==> src/rtl/cpu_pkg.sv <==
// Shared constants and types for the instruction-entry front end and the CPU core.
package cpu_pkg;

    localparam int OPCODE_W           = 4;
    localparam int REG_ID_W           = 4;
    localparam int DEFAULT_MAX_REG_ID = 7;

    typedef enum logic [1:0] {
        ST_OP    = 2'd0,
        ST_R1    = 2'd1,
        ST_R2    = 2'd2,
        ST_ISSUE = 2'd3
    } entry_state_t;

    function automatic logic reg_id_legal(input logic [REG_ID_W-1:0] id, input int max_id);
        return int'(id) <= max_id;
    endfunction

endpackage

==> src/rtl/instr_entry_if.sv <==
// Instruction handshake between the entry unit (master) and the CPU datapath (slave).
interface instr_entry_if;
    import cpu_pkg::*;

    logic [OPCODE_W-1:0] opCode;
    logic [REG_ID_W-1:0] regID1;
    logic [REG_ID_W-1:0] regID2;
    logic                instrValid;
    logic                instrReady;

    modport master (
        output opCode, regID1, regID2, instrValid,
        input  instrReady
    );

    modport slave (
        input  opCode, regID1, regID2, instrValid,
        output instrReady
    );

endinterface

==> src/rtl/button_debounce.sv <==
// Synchronises and debounces an active-low pushbutton, emitting one pulse per press.
module button_debounce #(
    parameter int DEBOUNCE_CYCLES = 16
) (
    input  logic clock,
    input  logic resetButton,
    input  logic rawN,
    output logic pressPulse
);

    localparam int CNT_W = $clog2(DEBOUNCE_CYCLES + 1);

    logic             sync_a;
    logic             sync_b;
    logic             deb_level;
    logic             deb_d1;
    logic             deb_d2;
    logic [CNT_W-1:0] count;

    // Two delay stages after the debounced level put the press pulse at edge DEBOUNCE_CYCLES+3
    always_ff @(posedge clock or negedge resetButton) begin
        if (!resetButton) begin
            sync_a     <= 1'b1;
            sync_b     <= 1'b1;
            deb_level  <= 1'b1;
            deb_d1     <= 1'b1;
            deb_d2     <= 1'b1;
            count      <= '0;
            pressPulse <= 1'b0;
        end else begin
            sync_a <= rawN;
            sync_b <= sync_a;
            if (sync_b == deb_level) begin
                count <= '0;
            end else if (count == CNT_W'(DEBOUNCE_CYCLES - 1)) begin
                deb_level <= sync_b;
                count     <= '0;
            end else begin
                count <= count + 1'b1;
            end
            deb_d1     <= deb_level;
            deb_d2     <= deb_d1;
            pressPulse <= deb_d2 & ~deb_d1;
        end
    end

endmodule

==> src/rtl/instr_entry.sv <==
// Builds opCode/regID1/regID2 from switch entries and hands the instruction to the CPU.
module instr_entry
    import cpu_pkg::*;
#(
    parameter int DEBOUNCE_CYCLES = 16,
    parameter int MAX_REG_ID      = DEFAULT_MAX_REG_ID
) (
    input  logic          clock,
    input  logic          resetButton,
    input  logic          setButton,
    input  logic [3:0]    inputs,
    instr_entry_if.master bus,
    output logic [1:0]    Q,
    output logic          badID
);

    entry_state_t        state;
    entry_state_t        next_state;
    logic [OPCODE_W-1:0] op_next;
    logic [REG_ID_W-1:0] reg1_next;
    logic [REG_ID_W-1:0] reg2_next;
    logic                valid_next;
    logic                bad_next;
    logic                press;

    button_debounce #(
        .DEBOUNCE_CYCLES(DEBOUNCE_CYCLES)
    ) u_debounce (
        .clock      (clock),
        .resetButton(resetButton),
        .rawN       (setButton),
        .pressPulse (press)
    );

    always_ff @(posedge clock or negedge resetButton) begin
        if (!resetButton) begin
            state          <= ST_OP;
            bus.opCode     <= '0;
            bus.regID1     <= '0;
            bus.regID2     <= '0;
            bus.instrValid <= 1'b0;
            badID          <= 1'b0;
        end else begin
            state          <= next_state;
            bus.opCode     <= op_next;
            bus.regID1     <= reg1_next;
            bus.regID2     <= reg2_next;
            bus.instrValid <= valid_next;
            badID          <= bad_next;
        end
    end

    // Presses while in ISSUE fall through untouched, so they are dropped rather than queued
    always_comb begin
        next_state = state;
        op_next    = bus.opCode;
        reg1_next  = bus.regID1;
        reg2_next  = bus.regID2;
        valid_next = bus.instrValid;
        bad_next   = 1'b0;
        case (state)
            ST_OP: begin
                if (press) begin
                    op_next    = inputs;
                    next_state = ST_R1;
                end
            end
            ST_R1: begin
                if (press) begin
                    if (reg_id_legal(inputs, MAX_REG_ID)) begin
                        reg1_next  = inputs;
                        next_state = ST_R2;
                    end else begin
                        bad_next = 1'b1;
                    end
                end
            end
            ST_R2: begin
                if (press) begin
                    if (reg_id_legal(inputs, MAX_REG_ID)) begin
                        reg2_next  = inputs;
                        valid_next = 1'b1;
                        next_state = ST_ISSUE;
                    end else begin
                        bad_next = 1'b1;
                    end
                end
            end
            ST_ISSUE: begin
                if (bus.instrReady) begin
                    valid_next = 1'b0;
                    next_state = ST_OP;
                end
            end
            default: next_state = ST_OP;
        endcase
    end

    assign Q = state;

endmodule

==> src/flat_wrapper.sv <==
// flat-port wrapper written by rule: the top's interface ports become plain ports
module instr_entry_flat import cpu_pkg::*;
#(
    parameter int DEBOUNCE_CYCLES = 16,
    parameter int MAX_REG_ID      = DEFAULT_MAX_REG_ID
)
  (clock, resetButton, setButton, inputs, Q, badID, bus_opCode, bus_regID1, bus_regID2, bus_instrValid, bus_instrReady);
  instr_entry_if bus_i ();
  input  logic clock;
  input  logic resetButton;
  input  logic setButton;
  input  logic [3:0] inputs;
  output logic [1:0] Q;
  output logic badID;
  output wire logic [$bits(bus_i.opCode)-1:0] bus_opCode;
  output wire logic [$bits(bus_i.regID1)-1:0] bus_regID1;
  output wire logic [$bits(bus_i.regID2)-1:0] bus_regID2;
  output wire logic [$bits(bus_i.instrValid)-1:0] bus_instrValid;
  input wire logic [$bits(bus_i.instrReady)-1:0] bus_instrReady;
  assign bus_opCode = bus_i.opCode;
  assign bus_regID1 = bus_i.regID1;
  assign bus_regID2 = bus_i.regID2;
  assign bus_instrValid = bus_i.instrValid;
  assign bus_i.instrReady = bus_instrReady;
  instr_entry #(.DEBOUNCE_CYCLES(DEBOUNCE_CYCLES), .MAX_REG_ID(MAX_REG_ID)) u_core (.clock(clock), .resetButton(resetButton), .setButton(setButton), .inputs(inputs), .bus(bus_i), .Q(Q), .badID(badID));
endmodule
==> config.mk <==
export PLATFORM = sky130hd
export DESIGN_NAME = instr_entry_flat
export DESIGN_NICKNAME = d
export VERILOG_FILES = /design/src/rtl/cpu_pkg.sv /design/src/rtl/instr_entry_if.sv /design/src/rtl/button_debounce.sv /design/src/rtl/instr_entry.sv /design/src/flat_wrapper.sv
export SDC_FILE = /design/constraint.sdc
export NUM_CORES = 1
export LEC_CHECK = 0
export CAP_MARGIN = 20
export CORE_ASPECT_RATIO = 0.75
export CORE_MARGIN = 3
export CORE_UTILIZATION = 48
export DETAILED_ROUTE_END_ITERATION = 16
export GPL_ROUTABILITY_DRIVEN = 0
export GPL_TIMING_DRIVEN = 0
export HOLD_SLACK_MARGIN = 0.05
export PLACE_DENSITY = 0.76
export SLEW_MARGIN = 5
export SYNTH_ARGS = -nofsm -noshare
export SYNTH_HDL_FRONTEND = slang
export SYNTH_SLANG_ARGS = --single-unit
==> constraint.sdc <==
create_clock -name clock -period 1.6 [get_ports clock]
set_input_delay 0.32 -clock clock [delete_from_list [all_inputs] [get_ports clock]]
set_output_delay 0.32 -clock clock [all_outputs]
set_load 0.01 [all_outputs]
Word-level counts from Yosys, hierarchy flattened

Cells that the tools add are included.
Widths: inputs -> output; s select.

Bits in registers: 27
Output and inout port bits: 16

Multiplexer cells: 16
Equality and inequality tests: 11
Bitwise gates (word level): 3
Add/sub/neg operators: 1
Reductions and logical operators: 9
Magnitude comparators: 1

Operators by type and width:

| kind                | number |
|---|---|
| $mux 2              | 6 |
| $mux 5              | 2 |
| $ne 2x2->1 const B  | 4 |
| $pmux 2 s4          | 1 |
| $mux 1              | 6 |
| $reduce_and 3->1    | 2 |
| $reduce_and 6->1    | 1 |
| $add 5x1->5 const B | 1 |
| $eq 5x4->1 const B  | 1 |
| $eq 2x2->1 const B  | 2 |
| $le 4x3->1 const B  | 1 |
| $ne 2x1->1 const B  | 2 |
| $reduce_and 2->1    | 2 |
| $reduce_and 4->1    | 1 |
| $eq 2x1->1 const B  | 1 |
| $logic_not 2->1     | 1 |
| $not 1->1           | 2 |
| $pmux 1 s2          | 1 |
| $reduce_bool 2->1   | 1 |
| $reduce_or 2->1     | 1 |
| $and 1x1->1         | 1 |
| $eq 1x1->1          | 1 |

Longest topological paths before layout

Gate-level depths: netlist (run 1).

Word-level depth: 4
Depth in mapped cells: 5
Gate-level depth less buffers: 5

Hierarchy

Synthesis (run 1) repeated with hierarchy kept, for this count alone.

Cell total of the unflattened synthesis: 81
Area, all modules: 1121.1 µm²

By module, submodules not included:

| module          | instances | area an instance (µm²) | seq. area each (µm²) | cells each |
|---|---|---|---|---|
| instr_entry     | 1         | 721.9                  | 400.4                | 54 |
| button_debounce | 1         | 399.1                  | 281.5                | 27 |

Worst setup path before layout (run 1)

Ideal clock, no wire load.

Path type: reg-to-reg
Start point: register u_core.state[0], in the netlist u_core.Q[0]
End point: register u_core.state[1], in the netlist u_core.Q[1]
Data required time: 1.475 ns
Library setup time: 0.125 ns
Cell stages (with the launch flop): 6
Slack: 0.190 ns
Data arrival time: 1.285 ns
Path through: dfrtp_1 inv_1 ha_1 nor2_1 o221ai_2 mux2_4

Word-level cells in the longest chain between the ends: 3

RTL lines:

| what                                                      | line              | source |
|---|---|---|
| start: declaration                                        | instr_entry.sv:17 | `entry_state_t state;` |
| start signal: assignment                                  | instr_entry.sv:44 | `state <= next_state;` |
| $eq 2x1->1, or another cell as far along                  | instr_entry.sv:61 | `case (state)` |
| $ne 2x1->1 (no line) / $ne 2x2->1 (equally long branches) | -                 |  |
| $reduce_and 6->1 (no line)                                | -                 |  |

Several ways; a longest one is shown, not always the timed one.
A chain may end at the register's enable or synchronous reset.

Final worst setup path (run 1)

Same ends and word-level chain as after synthesis.

==> results.toml, run 1 <==
[cells_and_area]
fillers = 150
syn_to_final_growth_pct = 33.37
final_cell_mix = "dfrtp_1, dlymetal6s2s_1, mux2_2"
nNetsFinal = 128
multi_input_area_sq_um = 416.7
seqCellArea_sq_um = 681.9
final_common_cell = "dfrtp_1"
layout-drive-gt1-share_pct = 29.20
diodes = 0
final_util_pct = 70.42

[route]
drtIter0Drc = 14
wl_met1_um = 859
routedWlPerCell_um = 14.37
vias_per_cell = 5.146
drc = 0
wl_met2_um = 973
ant_nets = 0
vias = 705
wirelength_um = 1969
top_layer_used = "met4"
wl_met3_um = 104
dr.pass1.iters = 4

[pwr]
switchingPower_uw = 493.4
power_density_nw_per_um2 = 1079
p_seq_share_pct = 47.2
vdd_drop_max_uv = 676.9
power.leakage_nw = 0.8742
p_sw_share_pct = 30.90
p_comb_share_pct = 33.6
p_clk_share_pct = 19.1
p_total_mw = 1.597
p_int_mw = 1.104

[critical_path]
crit_path_start_kind = "flop"
cp_data_arrival_time_ns = 1.81
endpoint_kind = "flop"
required_ns = 1.85
worst-setup-path-type = "flop to flop"
cp_max_fo = 4

[clocking]
numCtsBuffers = 3
clkSinkCount = 27
clk-insertion-delay-late_ns = 0.34
cts.clk_slew.worst_paths_ns = 0.16
ctsRootBufferMaster = "clkbuf_4"
hold_buffers = 0
h-tree-depth = 1
cts_tree = "done"
cts.path.max_buffers = 2

[floorplanning]
core-area_sq_um = 2102
fp.dieArea_sq_um = 2931
num_rows = 14
start_util_pct = 52.80
chipHeight_um = 47.64
die_w_um = 61.53
io_pins = 24

[timing]
period_minus_slack_ns = 1.561
max_slew.worst_pin.slew_ns = 0.4643
skew_ns = 0.01658
finalCritPeriodShare_pct = 97.54
hold_viol_final = 0
setup_viol = 0
drv_slew = 0
slew_headroom_pct = 68.95
fmax_ghz = 0.6408
rsz0062_at_grt = "true"

[global_route]
grt_start_max_net_pins = 19
grt_antenna_before_repair = 0
grtUsageTotal_pct = 15.40
grt_pass1_vias = 708
grt-ovfl-total = 0
grt_pass1_wl_um = 3056

[worst_hold_path]
min_path_type = "input port to asynchronous set/reset pin"

[yosys]
synth_nets = 95
synth-seq-area-share_pct = 61.44
ys_warn_count = 0
synth_cell_types = 22
syn_area_sq_um = 1110
synth_cells = 81
ys_ff_latch = 27
avgSynthCellArea_sq_um = 13.70

[outcome]
outcome = "complete, no violations"

[placed_design]
dpl.hpwl_um = 1444
io_buffers = 23

[job]
drv_cap = 0
## power groups by stage
stage / sequential (mW) / clock [mW] / combinational [mW]
2_1_floorplan: 0.791 / 0 / 0.281
3_3_place_gp: 0.780 / 0 / 0.447
3_5_place_dp: 0.784 / 0 / 0.456
4_1_cts: 0.754 / 0.315 / 0.524
5_1_grt: 0.761 / 0.350 / 0.580
6_report: 0.754 / 0.306 / 0.537
## flip-flops by register name (all words and copies together), names as in the netlist, 2 cells and up
name and flops:
u_core.Q 2, u_core.bus.regID1 4, u_core.u_debounce.count 5, u_core.bus.opCode 4
u_core.bus.regID2 4
## critical path, cell delays in order (launching register included)
cell and delay [ns]:
dfrtp_1 0.41, buf_4 0.14, inv_1 0.12, ha_2 0.24, nor2_1 0.06, o221ai_2 0.19
mux2_4 0.33
## final timing paths
| kind | from | end | slack (ns) | cells after the start |
|---|---|---|---|---|
| worst min-delay path | resetButton | u_core.bus.regID2[3] | 0.27 | 1 |
| min in group clock | u_core.u_debounce.deb_d1 | u_core.u_debounce.deb_d2 | 0.36 | 0 |
| max in group asynchronous | resetButton | u_core.u_debounce.deb_level | 0.75 | 2 |
| worst max-delay path | u_core.Q[0] | u_core.Q[1] | 0.04 | 6 |
| worst min register to register | u_core.u_debounce.deb_d1 | u_core.u_debounce.deb_d2 | 0.36 | 0 |
| worst max register to register | u_core.Q[0] | u_core.Q[1] | 0.04 | 6 |
## synthesized netlist by cell type, drive strengths merged
cell type | instances | area (sq um)
nand3 | 2 | 10.01
and2b | 1 | 10.01
inv | 5 | 18.77
o2111ai | 1 | 8.760
nand2 | 5 | 23.77
a22o | 1 | 8.760
a21boi | 1 | 7.510
nand2b | 1 | 6.260
and3 | 2 | 12.51
nor2b | 1 | 6.260
xor2 | 3 | 26.28
o21ai | 1 | 5.000
o221ai | 1 | 15.01
ha | 6 | 75.07
and2 | 3 | 18.77
dfrtp | 22 | 550.5
mux2i | 1 | 10.01
nor2 | 7 | 26.28
dfstp | 5 | 131.4
mux2 | 12 | 138.9
## metrics by stage
| stage | hold slack [ns] | cells | instance area (sq um) | setup slack [ns] | TNS (ns) |
|---|---|---|---|---|---|
| 2_1_floorplan | 0.02441 | 81 | 1110 | 0.1897 | 0 |
| 3_3_place_gp | 0.3491 | 128 | 1370 | -0.1056 | -2.252 |
| 3_5_place_dp | 0.3473 | 129 | 1385 | -0.1160 | -0.4956 |
| 4_1_cts | 0.2705 | 137 | 1443 | 0.001486 | 0 |
| 5_1_grt | 0.2608 | 137 | 1480 | -0.02913 | -0.03269 |
| 6_report | 0.2737 | 137 | 1480 | 0.03943 | 0 |
## final cells by class
type / count / area share, %
sequential: 27 / 46.07
tap: 24 / 2.029
clock buffer: 3 / 1.522
clock inverter: 1 / 0.5072
timing repair buffer: 28 / 20.46
inverter: 5 / 1.268
multi-input combinational: 49 / 28.15
## routing by layer
layer / vias up / track usage (%)
li1: 337 / -
met1: 346 / 17.10
met2: 17 / 27.14
met3: 5 / 4.852
met4: 0 / 7.627
met5: - / 0
## what timing repair did
item                                    in CTS  in global routing
gates resized for setup                      2                 15
endpoints found under the setup margin       4                 13
buffers inserted                             4                  0
pin swaps                                    0                  1
hold endpoints to repair                     0                  0
## cell families after synthesis
logic type	Yosys count	synth area share [%]
AOI/OAI and AO/OA	5	4.058
DFF	27	61.44
adders and majority gates	6	6.764
muxes	13	13.42
xor gates and xnor gates	3	2.368
and+or+nand+nor	22	10.26
buffers and inverters	5	1.691
(Power assumes the default switching activity.)
==> run 2, diff against run 1 <==
--- a/config.mk
+++ b/config.mk
@@ -8,13 +8,15 @@
 export CAP_MARGIN = 20
 export CORE_ASPECT_RATIO = 0.75
 export CORE_MARGIN = 3
-export CORE_UTILIZATION = 48
+export CORE_UTILIZATION = 49
+export CTS_BUF_LIST = sky130_fd_sc_hd__clkbuf_16
 export DETAILED_ROUTE_END_ITERATION = 16
 export GPL_ROUTABILITY_DRIVEN = 0
 export GPL_TIMING_DRIVEN = 0
 export HOLD_SLACK_MARGIN = 0.05
-export PLACE_DENSITY = 0.76
+export PLACE_DENSITY = 0.77
 export SLEW_MARGIN = 5
 export SYNTH_ARGS = -nofsm -noshare
 export SYNTH_HDL_FRONTEND = slang
+export SYNTH_HIERARCHICAL = 1
 export SYNTH_SLANG_ARGS = --single-unit
==> run 2 against run 1 <==
  * Worst hold slack better by 0.084 ns
  * Clock power up 82%
  * Routed wire length decreased by 0.96%
  * Count of clock-buffer cells in the layout stayed put
  * Fmax increased by 0.45%
  * Largest cell class unchanged
  * Largest power group unchanged
==> results.toml, run 2 <==
[timing]
skew_ns = 0.006671
rsz0062_at_grt = "false"
fin_setup_tns_ns = 0
slew_headroom_pct = 70.19
drv_slew = 0
setup_viol = 0
max_slew.worst_pin.slew_ns = 0.4458
finalCritPeriodShare_pct = 97.10
fmax_ghz = 0.6437
period_minus_slack_ns = 1.554
hold_viol_final = 0

[floorplanning]
io_pins = 24
fp.dieArea_sq_um = 2904
die_w_um = 61.23
core-area_sq_um = 2085
start_util_pct = 53.78
chipHeight_um = 47.43
num_rows = 14

[yosys]
ys_ff_latch = 27
netlist.area_leader.share_pct = 49.11
ys_warn_count = 6
synth-seq-area-share_pct = 60.83
ys_async_sr_fraction_pct = 100.0
synth_cells = 81
synth_nets = 95
avgSynthCellArea_sq_um = 13.84
synth_edf_count = 0
synth_top_cell_by_area = "dfrtp_1"
yosysMostFrequentCell = "dfrtp_1"
syn_area_sq_um = 1121
synth_cell_types = 26
synth_ff_type = "dfrtp_1"
synth_common_cells = "dfrtp_1, mux2_2, ha_1"
synth_area_leaders = "dfrtp_1, dfstp_2, mux2_2, ha_1, xor2_1"

[route]
drtIter0Drc = 9
vias_per_cell = 5.195
drc = 0
dr.pass1.iters = 4
wirelength_um = 1950
ant_nets = 0
routedWlPerCell_um = 14.66
vias = 691

[global_route]
grtUsageTotal_pct = 15.15
grt_pass1_vias = 679
grt-ovfl-total = 0
grt_antenna_before_repair = 0
grt_start_max_net_pins = 28
grt_pass1_wl_um = 3105

[cells_and_area]
diodes = 0
layout-drive-gt1-share_pct = 30.28
nNetsFinal = 124
final_cell_mix = "clkdlybuf4s50_1, dfrtp_1, mux2_2"
largest_register_ffs = 5
fillers = 144
largest-register = "u_core/u_debounce/count"
final_common_cell = "clkdlybuf4s50_1"
syn_to_final_growth_pct = 32.03
final_util_pct = 71.01
layout.cells.non_filler = 133

[clocking]
clkSinkCount = 27
cts.path.max_buffers = 2
clk-insertion-delay-late_ns = 0.26
cts_resized = 0
ctsRootBufferMaster = "clkbuf_16"
hold_buffers = 0
h-tree-depth = 1
cts_tree = "done"
cts.clk_slew.worst_paths_ns = 0.06
post_cts_buffers = 0
numCtsBuffers = 3

[pwr]
power_density_nw_per_um2 = 1251
p_sw_share_pct = 27.84
switchingPower_uw = 515.3
power.leakage_nw = 0.6847
vdd_drop_max_uv = 939.8
p_seq_share_pct = 42.1
p_int_mw = 1.336
p_clk_share_pct = 30.0
p_comb_share_pct = 27.9

[placed_design]
dpl.hpwl_um = 1409
io_buffers = 23
dp_cells = 128

[job]
drv_cap = 0

[critical_path]
endpoint_kind = "output pin"
path_cells = "clkdlybuf4s50_1"
slowest_delay_ns = 0.57
crit_path_start_kind = "flop"
critPathBufInv = 1
required_ns = 1.28
slowest_stage = "clkdlybuf4s50_1"
cp_data_arrival_time_ns = 1.23
cp_max_fo = 5
worst-setup-path-type = "flop to output pin"
worst_path_dominant_cell_family = "buffers and inverters"

[worst_hold_path]
min_path_type = "flop to flop"

[outcome]
outcome = "complete, no violations"
==> run 2: logic make-up (layout without fill, tap and decap cells) <==
| logic type | count (synthesis) | after routing | synth area share, % |
|---|---|---|---|
| xor gates and xnor gates | 3 | 3 | 2.344 |
| AOI/OAI and AO/OA | 7 | 7 | 5.245 |
| and+or+nand+nor | 21 | 21 | 10.83 |
| buffers and inverters | 5 | 33 | 1.674 |
| adders and majority gates | 6 | 6 | 6.696 |
| DFF | 27 | 27 | 60.83 |
| muxes | 12 | 12 | 12.39 |
==> run 2: stage by stage <==
| stage | total power, mW | setup slack (ns) | area (sq um) | hold slack (ns) |
|---|---|---|---|---|
| 6_report | 1.851 | 0.04646 | 1480 | 0.3582 |
| 5_1_grt | 1.975 | 0.002033 | 1480 | 0.3644 |
| 4_1_cts | 1.860 | 0.04031 | 1464 | 0.3596 |
| 3_5_place_dp | 1.285 | -0.1355 | 1381 | 0.3473 |
| 3_3_place_gp | 1.259 | -0.1154 | 1381 | 0.3495 |
| 2_1_floorplan | 1.096 | 0.1611 | 1121 | 0.02441 |
==> run 2: layer usage <==
| layer | up-vias | GRT usage, % | share of wire [%] |
|---|---|---|---|
| met5 | - | 0 | 0 |
| met1 | 333 | 17.82 | 43 |
| met2 | 23 | 27.22 | 50 |
| met4 | 0 | 3.463 | 0.36 |
| li1 | 333 | - | - |
| met3 | 2 | 5.121 | 6.0 |
==> run 2: power groups by stage <==
stage | Sequential [mW] | Clock (mW) | Combinational, mW
6_report | 0.779 | 0.556 | 0.517
5_1_grt | 0.785 | 0.615 | 0.575
4_1_cts | 0.775 | 0.573 | 0.512
2_1_floorplan | 0.800 | 0 | 0.296
3_3_place_gp | 0.785 | 0 | 0.474
3_5_place_dp | 0.787 | 0 | 0.498
==> run 2: layout make-up <==
cell class,instances,area (sq um),share of cell area (%)
sequential,27,681.9,46.07
multi-input combinational,49,425.4,28.74
timing repair buffer,24,241.5,16.31
clock buffer,3,75.07,5.072
tap,24,30.03,2.029
inverter,5,18.77,1.268
clock inverter,1,7.507,0.5072
==> run 2: worst reg2reg max path, stage by stage (launching register included) <==
cell and delay [ns]:
dfrtp_1 0.42, inv_1 0.13, ha_1 0.26, nor2_1 0.07
o221ai_2 0.18, mux2_4 0.32
==> run 2: path summary, 6_finish.rpt <==
check,start,slack (ns),depth (start not counted),endpoint
min reg2reg,u_core/u_debounce/sync_a,0.36,0,u_core/u_debounce/sync_b
max reg2reg,u_core/Q[1],0.09,5,u_core/Q[1]
min in group asynchronous,resetButton,0.37,1,u_core/bus.regID2[3]
max,u_core/Q[1],0.05,1,Q[1]
min,u_core/u_debounce/sync_a,0.36,0,u_core/u_debounce/sync_b
max in group asynchronous,resetButton,0.65,2,u_core/u_debounce/deb_d2
